## config.mk

```make
export PLATFORM = sky130hd
export DESIGN_NAME = uart_frame_recv_flat
export DESIGN_NICKNAME = d
export VERILOG_FILES = /design/src/rtl/uart_frame_recv_if.sv /design/src/rtl/uart_frame_recv.sv /design/src/flat_wrapper.sv
export SDC_FILE = /design/constraint.sdc
export NUM_CORES = 1
export LEC_CHECK = 0
export BUFFER_PORTS_ARGS = -buffer_cell sky130_fd_sc_hd__buf_2
export CAP_MARGIN = 5
export CORE_MARGIN = 5
export CORE_UTILIZATION = 59
export CTS_BUF_LIST = sky130_fd_sc_hd__clkbuf_8
export DETAILED_ROUTE_END_ITERATION = 10
export PLACE_DENSITY = 0.85
export REMOVE_ABC_BUFFERS = 1
export SYNTH_ARGS = -nofsm -noshare
export SYNTH_HDL_FRONTEND = slang
export SYNTH_SLANG_ARGS = --single-unit
```

## constraint.sdc

```tcl
create_clock -name clk -period 1.7 [get_ports clk]
set_input_delay 0.17 -clock clk [delete_from_list [all_inputs] [get_ports clk]]
set_output_delay 0.17 -clock clk [all_outputs]
set_load 0.05 [all_outputs]
```

## src/rtl/uart_frame_recv_if.sv

```systemverilog
// Byte-in / frame-out bundle for the UART frame assembler.
// The master drives enable and the byte strobe; the slave returns frame outputs.
interface uart_frame_recv_if #(
    parameter int BYTE_N = 4
);
    logic                  en;
    logic                  byte_valid;
    logic [7:0]            byte_data;
    logic [8*BYTE_N-1:0]   data;
    logic                  wren;
    logic                  err_timeout;
    logic                  err_chk;
    logic                  busy;

    modport master (
        output en,
        output byte_valid,
        output byte_data,
        input  data,
        input  wren,
        input  err_timeout,
        input  err_chk,
        input  busy
    );

    modport slave (
        input  en,
        input  byte_valid,
        input  byte_data,
        output data,
        output wren,
        output err_timeout,
        output err_chk,
        output busy
    );
endinterface

```

## src/rtl/uart_frame_recv.sv

```systemverilog
// UART frame assembler: header hunt, payload collect, inter-byte timeout.
// Optional trailing checksum byte is compiled in with UART_FRAME_CHK_EN.
module uart_frame_recv #(
    parameter int         BYTE_N      = 4,
    parameter bit         MSB_FIRST   = 1'b1,
    parameter logic [7:0] HEADER      = 8'hA5,
    parameter int         TIMEOUT_CYC = 50000
) (
    input  logic              clk,
    input  logic              rst_n,
    uart_frame_recv_if.slave  bus
);

    localparam int DW = 8 * BYTE_N;
    localparam int CW = (BYTE_N > 1) ? $clog2(BYTE_N) : 1;
    localparam int TW = (TIMEOUT_CYC > 2) ? $clog2(TIMEOUT_CYC) : 1;

    localparam logic [CW-1:0] LAST_CNT = CW'(BYTE_N - 1);
    localparam logic [TW-1:0] TMO_CNT  = TW'(TIMEOUT_CYC - 1);

`ifdef UART_FRAME_CHK_EN
    typedef enum logic [1:0] {
        S_IDLE    = 2'd0,
        S_PAYLOAD = 2'd1,
        S_CHECK   = 2'd2
    } state_t;
`else
    typedef enum logic [1:0] {
        S_IDLE    = 2'd0,
        S_PAYLOAD = 2'd1
    } state_t;
`endif

    state_t          r_state;
    logic [CW-1:0]   r_cnt;
    logic [TW-1:0]   r_tcnt;
    logic [DW-1:0]   r_shadow;
    logic [DW-1:0]   r_data;
    logic            r_wren;
    logic            r_err_tmo;
    logic            r_busy;
`ifdef UART_FRAME_CHK_EN
    logic [7:0]      r_sum;
    logic            r_err_chk;
`endif

    logic            w_last;
    logic            w_tmo;
    logic [CW-1:0]   w_slot;
    logic [DW-1:0]   w_shadow_nxt;

    assign w_last = (r_cnt == LAST_CNT);
    assign w_tmo  = (r_tcnt == TMO_CNT);
    assign w_slot = MSB_FIRST ? (LAST_CNT - r_cnt) : r_cnt;

    // Shadow register with the incoming byte dropped into its slot.
    always_comb begin
        w_shadow_nxt = r_shadow;
        for (int i = 0; i < BYTE_N; i++) begin
            if (w_slot == CW'(i)) begin
                w_shadow_nxt[8*i +: 8] = bus.byte_data;
            end
        end
    end

    // Frame FSM; every output is registered here.
    always_ff @(posedge clk or negedge rst_n) begin
        if (!rst_n) begin
            r_state   <= S_IDLE;
            r_cnt     <= '0;
            r_tcnt    <= '0;
            r_shadow  <= '0;
            r_data    <= '0;
            r_wren    <= 1'b0;
            r_err_tmo <= 1'b0;
            r_busy    <= 1'b0;
`ifdef UART_FRAME_CHK_EN
            r_sum     <= '0;
            r_err_chk <= 1'b0;
`endif
        end else begin
            r_wren    <= 1'b0;
            r_err_tmo <= 1'b0;
`ifdef UART_FRAME_CHK_EN
            r_err_chk <= 1'b0;
`endif
            if (!bus.en) begin
                r_state <= S_IDLE;
                r_busy  <= 1'b0;
                r_tcnt  <= '0;
            end else begin
                unique case (r_state)
                    S_IDLE: begin
                        r_tcnt <= '0;
                        if (bus.byte_valid && bus.byte_data == HEADER) begin
                            r_state <= S_PAYLOAD;
                            r_busy  <= 1'b1;
                            r_cnt   <= '0;
`ifdef UART_FRAME_CHK_EN
                            r_sum   <= '0;
`endif
                        end
                    end
                    S_PAYLOAD: begin
                        if (bus.byte_valid) begin
                            r_shadow <= w_shadow_nxt;
                            r_tcnt   <= '0;
                            r_cnt    <= r_cnt + CW'(1);
`ifdef UART_FRAME_CHK_EN
                            r_sum    <= r_sum + bus.byte_data;
                            if (w_last) begin
                                r_state <= S_CHECK;
                            end
`else
                            if (w_last) begin
                                r_data  <= w_shadow_nxt;
                                r_wren  <= 1'b1;
                                r_state <= S_IDLE;
                                r_busy  <= 1'b0;
                            end
`endif
                        end else if (w_tmo) begin
                            r_state   <= S_IDLE;
                            r_busy    <= 1'b0;
                            r_tcnt    <= '0;
                            r_err_tmo <= 1'b1;
                        end else begin
                            r_tcnt <= r_tcnt + TW'(1);
                        end
                    end
`ifdef UART_FRAME_CHK_EN
                    S_CHECK: begin
                        if (bus.byte_valid) begin
                            r_tcnt  <= '0;
                            r_state <= S_IDLE;
                            r_busy  <= 1'b0;
                            if (bus.byte_data == r_sum) begin
                                r_data <= r_shadow;
                                r_wren <= 1'b1;
                            end else begin
                                r_err_chk <= 1'b1;
                            end
                        end else if (w_tmo) begin
                            r_state   <= S_IDLE;
                            r_busy    <= 1'b0;
                            r_tcnt    <= '0;
                            r_err_tmo <= 1'b1;
                        end else begin
                            r_tcnt <= r_tcnt + TW'(1);
                        end
                    end
`endif
                    default: begin
                        r_state <= S_IDLE;
                        r_busy  <= 1'b0;
                        r_tcnt  <= '0;
                    end
                endcase
            end
        end
    end

    assign bus.data        = r_data;
    assign bus.wren        = r_wren;
    assign bus.err_timeout = r_err_tmo;
    assign bus.busy        = r_busy;
`ifdef UART_FRAME_CHK_EN
    assign bus.err_chk     = r_err_chk;
`else
    assign bus.err_chk     = 1'b0;
`endif

endmodule

```

## src/flat_wrapper.sv

```systemverilog
// flat-port wrapper written by rule: the top's interface ports become plain ports
module uart_frame_recv_flat 
#(
    parameter int         BYTE_N      = 4,
    parameter bit         MSB_FIRST   = 1'b1,
    parameter logic [7:0] HEADER      = 8'hA5,
    parameter int         TIMEOUT_CYC = 50000
)
  (clk, rst_n, bus_en, bus_byte_valid, bus_byte_data, bus_data, bus_wren, bus_err_timeout, bus_err_chk, bus_busy);
  uart_frame_recv_if #(.BYTE_N(BYTE_N)) bus_i ();
  input  logic clk;
  input  logic rst_n;
  input wire logic [$bits(bus_i.en)-1:0] bus_en;
  input wire logic [$bits(bus_i.byte_valid)-1:0] bus_byte_valid;
  input wire logic [$bits(bus_i.byte_data)-1:0] bus_byte_data;
  output wire logic [$bits(bus_i.data)-1:0] bus_data;
  output wire logic [$bits(bus_i.wren)-1:0] bus_wren;
  output wire logic [$bits(bus_i.err_timeout)-1:0] bus_err_timeout;
  output wire logic [$bits(bus_i.err_chk)-1:0] bus_err_chk;
  output wire logic [$bits(bus_i.busy)-1:0] bus_busy;
  assign bus_i.en = bus_en;
  assign bus_i.byte_valid = bus_byte_valid;
  assign bus_i.byte_data = bus_byte_data;
  assign bus_data = bus_i.data;
  assign bus_wren = bus_i.wren;
  assign bus_err_timeout = bus_i.err_timeout;
  assign bus_err_chk = bus_i.err_chk;
  assign bus_busy = bus_i.busy;
  uart_frame_recv #(.BYTE_N(BYTE_N), .MSB_FIRST(MSB_FIRST), .HEADER(HEADER), .TIMEOUT_CYC(TIMEOUT_CYC)) u_core (.clk(clk), .rst_n(rst_n), .bus(bus_i));
endmodule
```

Word level (Yosys, flattened, before mapping)
Cells that the tools add are included.
{ "totals": {"regBits": 87, "latchBits": 0, "mem_bits_rw": 0, "rom_bits": 0, "in_bits": 12, "output_inout_bits": 36, "word_cells": 62, "memories": 0} }
{ "classes": {"addsub": 3, "multipliers": 0, "n_div": 0, "magnitude_cmp": 0, "n_eq_ne": 12, "n_shift": 0, "mux": 31, "bitwise_logic": 0, "n_reduce_logical": 8} }
{ "ops": {"columns": ["operator", "n"], "rows": [
  ["two-way mux 16 bit", 4],
  ["two-way mux 8 bit", 4],
  ["adder 16 x 1 -> 16 bit, second input constant", 1],
  ["== test 16 bit, second input constant", 1],
  ["two-way mux 2 bit", 7],
  ["two-way mux 1 bit", 13],
  ["== test 8 bit, second input constant", 1],
  ["!= test 4 x 3 -> 1 bit, second input constant", 2],
  ["case mux 2 bit (2 select lines)", 2],
  ["AND reduction 4 bit", 2],
  ["== test 2 bit, second input constant", 3],
  ["AND reduction 3 bit", 2],
  ["== test 2 x 1 -> 1 bit, second input constant", 2],
  ["logical NOT 2 bit", 2],
  ["!= test 3 x 2 -> 1 bit, second input constant", 1],
  ["adder 2 x 1 -> 2 bit, second input constant", 1],
  ["!= test 2 x 1 -> 1 bit, second input constant", 1],
  ["!= test 2 bit, second input constant", 1],
  ["case mux 1 bit (2 select lines)", 1],
  ["nonzero test 2 bit", 1],
  ["subtractor 2 bit, first input constant", 1],
  ["logical AND 1 bit", 1]
]} }

Depth between registers and ports, before layout
Gate-level depths: netlist of the first run.
{ "logic_depth": {"ltp_word": 5, "depth_mapped": 7, "mapped_depth_nobuf": 5} }

Least setup slack after synthesis of the first run
Ideal clock, no wire load.
{ "synth_path": {"path_type": "register to register", "startpoint": "reg u_core.r_state[0]", "endpoint": "reg u_core.r_data[21], in the netlist u_core.bus.data[21]", "setup_ps": 133, "arrival_ps": 1514, "t_required_ps": 1567, "setup_slack_ps": 52, "stages_incl_launch_ff": 8, "n_path_buf": 3, "period_less_slack_ps": 1648, "path_cell_list": "dfrtp_1 and3_1 buf_2 nand2_1 buf_2 buf_2 nand2_1 o21ai_0"} }
{ "synth_via": {"elab_chain_cells": 2} }
{ "synth_lines": {"columns": ["item", "line_no", "text"], "rows": [
  ["start, declared", "uart_frame_recv.sv:34", "state_t r_state;"],
  ["start signal, assigned", "uart_frame_recv.sv:69", "r_state <= S_IDLE;"],
  ["start signal, assigned", "uart_frame_recv.sv:88", "r_state <= S_IDLE;"],
  ["start signal, assigned", "uart_frame_recv.sv:96", "r_state <= S_PAYLOAD;"],
  ["== test 2 x 1 -> 1 bit", "uart_frame_recv.sv:92", "unique case (r_state)"],
  ["AND reduction 4 bit (no source line)", null, null],
  ["end signal, assigned", "uart_frame_recv.sv:116", "r_data <= w_shadow_nxt;"],
  ["end, declared", "uart_frame_recv.sv:38", "logic [DW-1:0] r_data;"]
]} }
Every way passes these cells.
A chain may end at the register's enable or synchronous reset.

Worst setup path after layout of the first run
{ "layout_path": {"startpoint": "reg u_core.r_tcnt[8]", "endpoint": "reg u_core.r_tcnt[13]"} }
{ "layout_via": {"elab_chain_cells": 5} }
{ "layout_lines": {"columns": ["item", "line_no", "text"], "rows": [
  ["start, declared", "uart_frame_recv.sv:36", "logic [TW-1:0] r_tcnt;"],
  ["start signal, assigned", "uart_frame_recv.sv:128", "r_tcnt <= r_tcnt + TW'(1);"],
  ["adder 16 x 1 -> 16 bit or == test 16 bit (tied branches)", "uart_frame_recv.sv:128, uart_frame_recv.sv:53", null],
  ["two-way mux 16 bit *", "uart_frame_recv.sv:122", "end else if (w_tmo) begin"],
  ["two-way mux 16 bit *", "uart_frame_recv.sv:105", "if (bus.byte_valid) begin"],
  ["two-way mux 16 bit *", "uart_frame_recv.sv:92", null],
  ["two-way mux 16 bit *", "uart_frame_recv.sv:87", "if (!bus.en) begin"]
]} }
Every way passes the cells marked *; elsewhere a longest branch is shown, timed or not.

==> results.md, run 1 <==
* CTS Buf Count at 9
* Initial DRC Count at 130
* FF-to-FF path depth at 4
* Worst path cell trace: and3_1 > nand3_2 > or4_1 > a21oi_1
* Post-Route Skew at between 0.008 and 0.009 ns
* Post-synth EDFFs at 0
* First-pass DRT Iterations at 4
* Wire length per cell at about 16 um
* CTS Buffer Depth at 2
* Unrepaired setup endpoints after global routing: false
* Final instance area at between 0.003 and 0.004 mm2
* CP Data Required Time at a little under 2 ns
* Min Tclk post-route at 1.60 ns
* Via count at 2459
* Ys async rst share at 100%
* R2R setup slack at around 0.10 ns
* Port buffer count at 46
* Lkg Pwr at around 1.9 nW
* Area of the multi-input gates at about 0.0014 mm2
* Routed Antenna Nets at 0
* Status: finished clean
* Final WL at between 7000 and 8000 um
* Site Rows at 27
* Root Buffer: clkbuf_8
* CP Class: reg -> reg
* Nets at ~370
* Crit path DAT at approximately 1.9 ns
* Non-Filler Instances at 429
* Mapped Area at between 0.003 and 0.004 mm2
* Yosys warns at 0
* Slew Limit Fails at 0
* Clock sink count at 77
* Fin crit share at between 90% and 100%
* Cell Area, Placed at 0.00370 mm2
* Detail Placement HPWL at around 4700 um
* Crit path max fanout at 5
* Number of remaining DRC errors at 0
* Min-Delay Path Class: in -> reg
* Initial Utilization at about three fifths
* Primary FF master, synth: dfrtp_1
* Die Y at between 80 and 90 um
* Worst slew margin at a little under two thirds
* Filler instances at around 410
* Latest clock arrival within the worst-skew pair at 0.34 ns
* Total track usage at 20.6%
* R2R Path Start: u_core.r_tcnt[8]
* I/O pin total at 48
* Layout cells sized above 1 at between 20 and 30%
* Syn avg cell area at roughly 11 um2
* Die width at 85.5 um
* Worst slew pin tran at approximately 0.55 ns
* First-pass GRT wire length at roughly 12000 um
* Setup ws final at 0.105 ns
* Peak VDD IR at roughly 550 uV
* Cell count after synthesis at approximately 300
* CP Capture Type: register
* Initial antenna violation count at 0
* Core area at 0.00554 mm2
* Setup Fix Bufs, Post-CTS at 0
* Reg2Reg Capture Point: u_core.r_tcnt[13]
* Final Hold Vio Count at 0
* Fin Setup TNS at 0 ns
* #FFs+latches synth at a little under 80
* Hold Crit Depth at 3
* Startpoint types: register
* Critical path endpoint: u_core.r_tcnt[13]
* Fmax achieved at 627 MHz
* Die area at approximately 0.0073 mm2
* Number of global-route vias before repair at between 2000 and 2500
* Layout area overhead at 15.6%
* Maxcap violations at 0
* Vias per cell at roughly 5.7
* CP startpoint: u_core.r_tcnt[8]
* Dpl ws at 0.0744 ns
* Endpoints failing setup at 0
* Diodes inserted at 0
* Largest net degree at the start of global routing at between 40 and 50
* Cell variety after synth at 32
* Register area at just under 0.002 mm2
* Placed Cells at 412
* Worst path slowest cell: or4_1
* Slowest cell delay on critical path at between 0.5 and 0.6 ns
* Final GP Congestion at 0.891
* Grt total ovfl at 0
* PD cells at about 820 mW/mm2
* Clock slew at reported path FFs at around 0.080 ns
* Htree depth at 3
* Share of the yosys chip area belonging to registers at between 50% and 60%
* CTS tree: built
-- Yosys cell counts, types with 2 or more instances --
cell | instances | share of area [%]
inv_1 | 5 | 0.56
dfrtp_1 | 77 | 57
nand4_1 | 6 | 1.1
xor2_1 | 4 | 1.0
nand2_1 | 56 | 6.2
xnor2_1 | 8 | 2.1
nor4bb_1 | 4 | 1.2
ha_1 | 5 | 1.9
nor2_1 | 17 | 1.9
nor4_1 | 2 | 0.37
clkbuf_1 | 2 | 0.22
o21ai_0 | 25 | 3.7
buf_4 | 2 | 0.45
buf_2 | 10 | 1.5
and3_1 | 4 | 0.74
a21oi_1 | 2 | 0.30
or4_1 | 2 | 0.45
mux2i_1 | 24 | 7.1
mux2_2 | 24 | 8.0
nand3_1 | 5 | 0.74
and4_1 | 2 | 0.52
o31ai_1 | 3 | 0.67
-- kinds of logic (layout without fill, tap and decap cells) --
| kind of cell | after synthesis | after routing | share of synthesized area [%] |
|---|---|---|---|
| AOI/OAI and AO/OA | 31 | 31 | 4.94 |
| xor gates and xnor gates | 12 | 12 | 3.12 |
| muxes | 48 | 48 | 15.2 |
| adders and majority gates | 5 | 5 | 1.86 |
| other | 1 | 1 | 0.111 |
| DFF | 77 | 77 | 57.2 |
| buffers and inverters | 21 | 79 | 2.97 |
| and+or+nand+nor | 104 | 104 | 14.6 |
-- registers in the layout (all words and copies together), names as in the netlist --
| name | flops |
|---|---|
| u_core.bus.data | 32 |
| u_core.bus.err_timeout | 1 |
| u_core.r_shadow | 24 |
| u_core.r_cnt | 2 |
| u_core.r_tcnt | 16 |
| u_core.bus.wren | 1 |
| u_core.r_state | 1 |
-- per-layer routing --
metal	vias to the layer above	GRT usage, %	wire (um)	part of all wire [%]
li1	1139	-	-	-
met1	1213	28.3	3160	45
met2	87	31.8	3320	47
met3	20	3.65	383	5.5
met4	0	10.2	146	2.1
met5	-	0	0	0
-- power breakdown --
part,leakage [nW],internal (W),switching (W)
Combinational,0.751,0.0000476,0.000104
Sequential,1.07,0.00184,0.00000436
Clock,0.0784,0.000518,0.000675
-- stage by stage --
| step | total power [W] | hold WS, ns | utilization (%) |
|---|---|---|---|
| floorplan | 0.00193 | -0.126 | - |
| global placement | 0.00202 | 0.188 | 66.8 |
| finish | 0.00318 | 0.104 | 70.2 |
| detailed placement | 0.00203 | 0.191 | 66.8 |
| global route | 0.00330 | 0.110 | 70.2 |
| CTS | 0.00320 | 0.0997 | 70.0 |
-- layout by cell type (no fill, tap or decap), types with 2 or more instances in the layout --
master      count
a21oi_1         2
clkinvlp_4      4
inv_1           6
or4_1           2
and4_1          2
ha_1            5
buf_4          10
nor2_1         17
xor2_1          4
nor4bb_1        4
xnor2_1         8
clkinv_2        2
o21ai_0        25
o31ai_1         3
dfrtp_1        77
buf_2          45
nand3_1         5
nor4_1          2
clkbuf_8        9
mux2_2         24
nand2_1        56
and3_1          4
mux2i_1        24
nand4_1         6
-- worst min-delay path by stage --
stage	startpoint	endpoint	slack, ns
2_1_floorplan	rst_n	u_core.bus.data[0]	-0.13
6_report	bus_byte_data[5]	u_core.bus.data[5]	0.10
3_3_place_gp	rst_n	u_core.bus.data[31]	0.19
5_1_grt	bus_byte_data[5]	u_core.bus.data[5]	0.11
4_1_cts	bus_byte_data[2]	u_core.bus.data[2]	0.1
3_5_place_dp	rst_n	u_core.bus.data[31]	0.19
-- critical path: cells and delay by family, from the launching register on --
kind / cells / cell delay [ns]
compound gates: 1 / 0.16
simple gates: 3 / 0.90
flops: 1 / 0.46
-- final cells by class --
class | count | share of cell area (%)
multi-input cells | 201 | 34.8
well taps | 72 | 2.32
inverters | 6 | 0.579
flip-flops and latches | 77 | 49.5
repair buffers | 57 | 8.49
clock inverters | 7 | 1.13
clock buffers | 9 | 3.18
-- repair_timing --
item	CTS	global route
hold endpoints to repair	41	0
resized for setup	0	3
hold buffers	1	0
endpoints found under the setup margin	0	14
No activity file was read; power rests on OpenSTA's default activity.
==> run 2: changes to the inputs <==
--- a/config.mk
+++ b/config.mk
@@ -8,10 +8,10 @@
 export BUFFER_PORTS_ARGS = -buffer_cell sky130_fd_sc_hd__buf_2
 export CAP_MARGIN = 5
 export CORE_MARGIN = 5
-export CORE_UTILIZATION = 59
+export CORE_UTILIZATION = 53
 export CTS_BUF_LIST = sky130_fd_sc_hd__clkbuf_8
 export DETAILED_ROUTE_END_ITERATION = 10
-export PLACE_DENSITY = 0.85
+export PLACE_DENSITY = 0.81
 export REMOVE_ABC_BUFFERS = 1
 export SYNTH_ARGS = -nofsm -noshare
 export SYNTH_HDL_FRONTEND = slang
==> constraint.sdc (replaced) <==
create_clock -name clk -period 1.4 [get_ports clk]
set_input_delay 0.14 -clock clk [delete_from_list [all_inputs] [get_ports clk]]
set_output_delay 0.14 -clock clk [all_outputs]
set_load 0.05 [all_outputs]
==> run 2 against run 1 <==
  * The flow now finishes with violations (setup timing)
  * Clock skew up 0.0033 ns
  * Power increased by 25%
  * Sequential share of layout area decreased by 6.5 points
  * Clock-buffer cell count did not move
  * Non-clock buffer count up 32
  * Global-route usage decreased by 2.3 points
  * Combinational power rose by 43%
  * Routed wire length increased by 12%
  * Fmax is 3.0% higher
  * Setup slack worse by 0.25 ns
  * Sequential power is 22% higher
  * First-iteration DRC count up 46%
  * Highest routed layer unchanged
==> results.md, run 2 (same netlist as run 1, synthesis figures left out) <==
* Final WL at 7870 um (+12%)
* Die Y at 89.7 um (+4.9%)
* Switching Fraction at 25.5% (+0.91 points)
* First-pass GRT wire length at 11200 um (-5.1%)
* R2R setup slack at -0.15 ns (-0.25 ns)
* Grt total ovfl at 0 (unchanged)
* Initial Utilization at 53.6% (-7.1 points)
* Detail Placement HPWL at 4700 um (about the same)
* Met3 wire length at 422 um (+10%)
* Port buffer count at 46 (unchanged)
* Non-Filler Instances at 467 (+8.9%)
* Site Rows at 29 (+7.4%)
* Crit path max fanout at 7 (+2)
* Clock Power Share at 38.4% (+0.9 points)
* Hold slack at 0.0854 ns (-0.0187 ns)
* Clock slew at reported path FFs at 0.09 ns (about the same)
* Wire length per cell at 16.9 um (+3.1%)
* Most common cell after layout, fill and taps aside: dfrtp_1
* Sequential power share at 56.1% (-1.7 points)
* R2R Path Start: u_core.r_tcnt[8]
* Most frequent cells in the layout: dfrtp_1 (74), nand2_1 (52), buf_2 (46), buf_4 (31)
* Endpoints failing setup at 17 (+17)
* Status: finished, violations left
* Core area at 0.00628 mm2 (+13%)
* Reg2Reg Capture Point: u_core.r_tcnt[12]
* HP Start: bus_byte_data[5]
* Dpl ws at -0.0461 ns (-0.120 ns)
* Die area at 0.00804 mm2 (+10%)
* Vias per cell at 5.49 (-4.3%)
* Layout cells sized above 1 at 44.1% (+17 points)
* Fmax achieved at 646 MHz (+3.0%)
* Met2 WL at 4080 um (+23%)
* Hold Path Sink: u_core.bus.data[5]
* Min Tclk post-route at 1.55 ns (-0.0467 ns)
* Max reg flops at 32 (unchanged)
* Final core area utilization at 71.4% (+1.2 points)
* Layout area overhead at 33.2%
* Latest clock arrival within the worst-skew pair at 0.35 ns (about the same)
* Slew Limit Fails at 0 (unchanged)
* CP Capture Type: register
* Power consumption at 0.00399 W (+25%)
* CP Class: reg -> reg
* Final Hold Vio Count at 0 (unchanged)
* CTS Buf Count at 9 (unchanged)
* Htree depth at 3 (unchanged)
* Initial DRC Count at 190 (+46%)
* PD cells at 889 mW/mm2 (+8.6%)
* Top layer in use: met4
* Clock sink count at 77 (unchanged)
* Largest net degree at the start of global routing at 78 (+81%)
* Lkg Pwr at 2.12 nW (+12%)
* Root Buffer: clkbuf_8
* Number of remaining DRC errors at 0 (unchanged)
* Hold Crit Depth at 3 (unchanged)
* I/O pin total at 48 (unchanged)
* Nets at 402 (+8.9%)
* Final GP Congestion at 0.865 (-2.9%)
* Routed Antenna Nets at 0 (unchanged)
* Peak VDD IR at 697 uV (+27%)
* Number of global-route vias before repair at 2418 (-2.4%)
* Post-Route Skew at 0.0114 ns (+0.00327 ns)
* FF-to-FF path depth at 6 (+2)
* Comb power frac at 5.5% (+0.7 points)
* Maxcap violations at 0 (unchanged)
* Diodes inserted at 0 (unchanged)
* Min-Delay Path Class: in -> reg
* Die width at 89.7 um (+4.9%)
* Via count at 2562 (+4.2%)
* CTS Buffer Depth at 2 (unchanged)
* Int Power at 0.00297 W (+24%)
* Placed Cells at 436 (+5.8%)
* Fin crit share at 111% (+17 points)
* Met1 wire length at 3160 um (about the same)
* CTS tree: built
* Total track usage at 18.3% (-2.3 points)
* Unrepaired setup endpoints after global routing: true
* Failing checks: setup timing
* Initial antenna violation count at 0 (unchanged)
* Startpoint types: register
* Setup ws final at -0.149 ns (-0.253 ns)
* CP Data Required Time at 1.64 ns (-0.33 ns)
* Crit path DAT at 1.79 ns (-0.08 ns)
* First-pass DRT Iterations at 4 (unchanged)
* Total net switching power at 0.00102 W (+30%)
## run 2: cell count changes in the layout (fill, tap and decap cells not counted), sizes merged
| cell | delta |
|---|---|
| clkbuf | +1 |
| inv | +1 |
| buf | +31 |
## run 2: power by group through the flow
| stage | sequential (W) | clock (W) | combinational [W] |
|---|---|---|---|
| after floorplan | 0.00229 | 0 | 0.0000608 |
| after global placement | 0.00228 | 0 | 0.000185 |
| after detailed placement | 0.00228 | 0 | 0.000188 |
| after CTS | 0.00223 | 0.00156 | 0.000194 |
| after global routing | 0.00224 | 0.00165 | 0.000239 |
| final | 0.00224 | 0.00153 | 0.000218 |
## run 2: stage by stage
stage / area, um2 / TNS [ns]
global placement: 3890 / -0.0117
detailed placement: 3890 / -0.202
finish: 4480 / -1.89
global route: 4480 / -3.47
CTS: 4160 / -0.0281
floorplan: 3290 / -31.99
## run 2: worst max path at each step
| stage | start | end | slack (ns) |
|---|---|---|---|
| finish | u_core.r_tcnt[8] | u_core.r_tcnt[12] | -0.15 |
| global route | u_core.r_tcnt[8] | u_core.r_tcnt[12] | -0.22 |
| CTS | u_core.r_tcnt[1] | u_core.r_tcnt[14] | -0.01 |
| detailed placement | u_core.r_tcnt[1] | u_core.r_tcnt[12] | -0.05 |
| global placement | u_core.r_tcnt[0] | u_core.r_tcnt[14] | -0.01 |
| floorplan | u_core.r_state[0] | u_core.bus.data[0] | -1.03 |
## run 2: layout make-up
| type | instances | area [um2] |
|---|---|---|
| Timing Repair inverter | 1 | 7.51 |
| Tap cell | 77 | 96.3 |
| Sequential cell | 77 | 1930 |
| Multi-Input combinational cell | 201 | 1570 |
| Clock buffer | 9 | 124 |
| Inverter | 6 | 26.3 |
| Timing Repair Buffer | 89 | 667 |
| Clock inverter | 7 | 58.8 |
| Fill cell | 417 | 1790 |
## run 2: repair_timing
action	CTS	global route
endpoints found under the hold margin	77	0
endpoints found under the setup margin	36	71
hold buffers	1	0
buffers inserted	4	8
gates resized for setup	12	58
gates cloned	0	2
pin swaps	5	15
## run 2: worst max-delay path, stage by stage (launching register included)
cell and delay [ns]:
dfrtp_1 0.42, buf_4 0.14, nor4bb_2 0.25, nand4_1 0.22, nand2b_4 0.17, clkbuf_16 0.18, nor2_1 0.05
## run 2: per-layer routing
metal	GRT usage, %	up-vias
li1	-	1199
met1	23.2	1273
met2	30.9	69
met3	3.74	21
met4	6.90	0
met5	0	-
==> run 3: changes to the inputs <==
--- a/config.mk
+++ b/config.mk
@@ -8,10 +8,11 @@
 export BUFFER_PORTS_ARGS = -buffer_cell sky130_fd_sc_hd__buf_2
 export CAP_MARGIN = 5
 export CORE_MARGIN = 5
-export CORE_UTILIZATION = 53
+export CORE_UTILIZATION = 50
 export CTS_BUF_LIST = sky130_fd_sc_hd__clkbuf_8
+export CTS_CLUSTER_SIZE = 20
 export DETAILED_ROUTE_END_ITERATION = 10
-export PLACE_DENSITY = 0.81
+export PLACE_DENSITY = 0.77
 export REMOVE_ABC_BUFFERS = 1
 export SYNTH_ARGS = -nofsm -noshare
 export SYNTH_HDL_FRONTEND = slang
==> run 3 against run 2 <==
  * The flow still finishes with violations (setup timing)
  * Non-clock buffer count fell by 3
  * Cell count fell by 0.21%
  * Combinational power barely moved
  * Setup slack improved by 0.057 ns
  * Clock power rose by 25%
  * Routed wire length fell by 2.6%
  * Clock skew fell by 0.00094 ns
==> results.md, run 3 (same netlist as run 1, synthesis figures left out) <==
* Crit path max fanout at 5 (-2)
* Detail Placement HPWL at 4910 um (+4.3%)
* Largest net degree at the start of global routing at 57 (-27%)
* Total net switching power at 0.000996 W (-2.1%)
* Power consumption at 0.00437 W (+9.6%)
* Root Buffer: clkbuf_8
* Grt total ovfl at 0 (unchanged)
* Most frequent cells in the layout: dfrtp_1 (75), nand2_1 (52), buf_2 (46), buf_4 (29), o21ai_0 (25)
* Via count at 2521 (-1.6%)
* Int Power at 0.00337 W (+14%)
* Die Y at 92.0 um (+2.6%)
* Vias per cell at 5.41 (-1.4%)
* Final Hold Vio Count at 0 (unchanged)
* Final GP Congestion at 0.779 (-9.9%)
* Layout area overhead at 30.9%
* PD cells at 992 mW/mm2 (+12%)
* First-pass GRT wire length at 12100 um (+7.7%)
* Non-Filler Instances at 466 (-0.21%)
* Crit path DAT at 1.77 ns (-0.02 ns)
* Die area at 0.00847 mm2 (+5.3%)
* Site Rows at 30 (+3.4%)
* FF-to-FF path depth at 4 (-2)
* Placed Cells at 441 (+1.1%)
* Port buffer count at 46 (unchanged)
* Latest clock arrival within the worst-skew pair at 0.35 ns (about the same)
* CP Class: reg -> reg
* Hold slack at 0.0757 ns (-0.00972 ns)
* CTS Buffer Depth at 2 (unchanged)
* Lkg Pwr at 2.13 nW (+0.10%)
* Switching Fraction at 22.8% (-2.7 points)
* Final core area utilization at 65.9% (-5.5 points)
* CP Data Required Time at 1.68 ns (+0.04 ns)
* Routed Antenna Nets at 0 (unchanged)
* Diodes inserted at 0 (unchanged)
* Initial DRC Count at 103 (-46%)
* I/O pin total at 48 (unchanged)
* Hold Crit Depth at 3 (unchanged)
* Clock slew at reported path FFs at 0.08 ns (about the same)
* Setup ws final at -0.0918 ns (+0.0569 ns)
* Slew Limit Fails at 0 (unchanged)
* Unrepaired setup endpoints after global routing: true
* Sequential power share at 51.2% (-4.9 points)
* Dpl ws at -0.0893 ns (-0.0433 ns)
* Failing checks: setup timing
* R2R setup slack at -0.09 ns (+0.06 ns)
* Final WL at 7660 um (-2.6%)
* Endpoints failing setup at 4 (-13)
* Core area at 0.00668 mm2 (+6.4%)
* Post-Route Skew at 0.0105 ns (-0.000939 ns)
* Max reg flops at 32 (unchanged)
* CTS Buf Count at 9 (unchanged)
* Fin crit share at 107% (-4.1 points)
* Number of remaining DRC errors at 0 (unchanged)
* Min Tclk post-route at 1.49 ns (-0.0569 ns)
* Initial Utilization at 50.4% (-3.2 points)
* Initial antenna violation count at 0 (unchanged)
* CTS tree: built
* Startpoint types: register
* Peak VDD IR at 437 uV (-37%)
* Most common cell after layout, fill and taps aside: dfrtp_1
* Total track usage at 18.0% (-0.28 points)
* First-pass DRT Iterations at 5 (+1)
* Comb power frac at 5.0% (-0.5 points)
* Nets at 398 (-1.0%)
* Register area at 0.00193 mm2 (about the same)
* Wire length per cell at 16.4 um (-2.4%)
* Maxcap violations at 0 (unchanged)
* Clock Power Share at 43.8% (+5.4 points)
* Area of the multi-input gates at 0.00148 mm2 (-6.0%)
* CP Capture Type: register
* Fmax achieved at 670 MHz (+3.8%)
* Die width at 92.0 um (+2.6%)
* Status: finished, violations left
* Layout cells sized above 1 at 39.1% (-5.0 points)
* Min-Delay Path Class: in -> reg
* Number of global-route vias before repair at 2544 (+5.2%)
* Clock sink count at 77 (unchanged)
* Htree depth at 3 (unchanged)
* Filler instances at 487 (+17%)
[run 3: changes by cell type in the layout (fill, tap and decap cells not counted), moves of 2 or more]
cell	change
buf_4	-2
clkinv_4	-3
bufinv_16	+2
nor2_2	-4
nor2_4	-8
mux2i_1	+2
clkinvlp_4	-2
mux2i_2	-2
nor2_1	+12
[run 3: worst max-delay path, stage by stage, from the launching register on]
cell	delay, ns
dfrtp_1	0.42
and4_1	0.30
nand3_1	0.13
or4_1	0.42
a21oi_1	0.15
[run 3: path summary, 6_finish.rpt]
| check | endpoint | start |
|---|---|---|
| max in group asynchronous | u_core.r_tcnt[5] | rst_n |
| min in group asynchronous | u_core.bus.data[26] | rst_n |
| hold / removal | u_core.bus.data[1] | bus_byte_data[1] |
| setup reg to reg | u_core.r_tcnt[15] | u_core.r_tcnt[2] |
| hold reg to reg | u_core.bus.data[3] | u_core.bus.data[3] |
| setup / recovery | u_core.r_tcnt[15] | u_core.r_tcnt[2] |
[run 3: repair_timing]
action	CTS	global route
gates cloned	0	1
hold endpoints to repair	15	0
setup buffers	2	5
setup endpoints to repair	41	57
gates resized for setup	12	26
hold buffers	1	0
pin swaps	4	4
[run 3: power by group through the flow]
stage,Clock [W],Sequential [W],Combinational [W]
2_1_floorplan,0,0.00229,0.0000608
3_3_place_gp,0,0.00228,0.000196
3_5_place_dp,0,0.00228,0.000199
4_1_cts,0.00195,0.00223,0.000204
5_1_grt,0.00206,0.00224,0.000239
6_report,0.00191,0.00224,0.000217
[run 3: layout make-up]
class / count / share of cell area (%)
Clock buffer: 10 / 3.13
Clock inverter: 6 / 2.10
Inverter: 6 / 0.568
Multi-Input combinational cell: 201 / 33.6
Sequential cell: 77 / 43.8
Tap cell: 80 / 2.27
Timing Repair Buffer: 86 / 14.5
[run 3: metrics by stage]
| stage | instance area, um2 | setup TNS [ns] |
|---|---|---|
| 3_3_place_gp | 3910 | -0.0473 |
| 5_1_grt | 4400 | -1.78 |
| 4_1_cts | 4210 | -0.198 |
| 3_5_place_dp | 3910 | -1.09 |
| 2_1_floorplan | 3290 | -31.99 |
| 6_report | 4400 | -0.178 |
[run 3: metal layers]
layer / wire length [um] / global-route usage, %
met1: 3430 / 23.1
met2: 3840 / 29.7
met3: 332 / 5.00
met4: 60 / 5.57
met5: 0 / 0
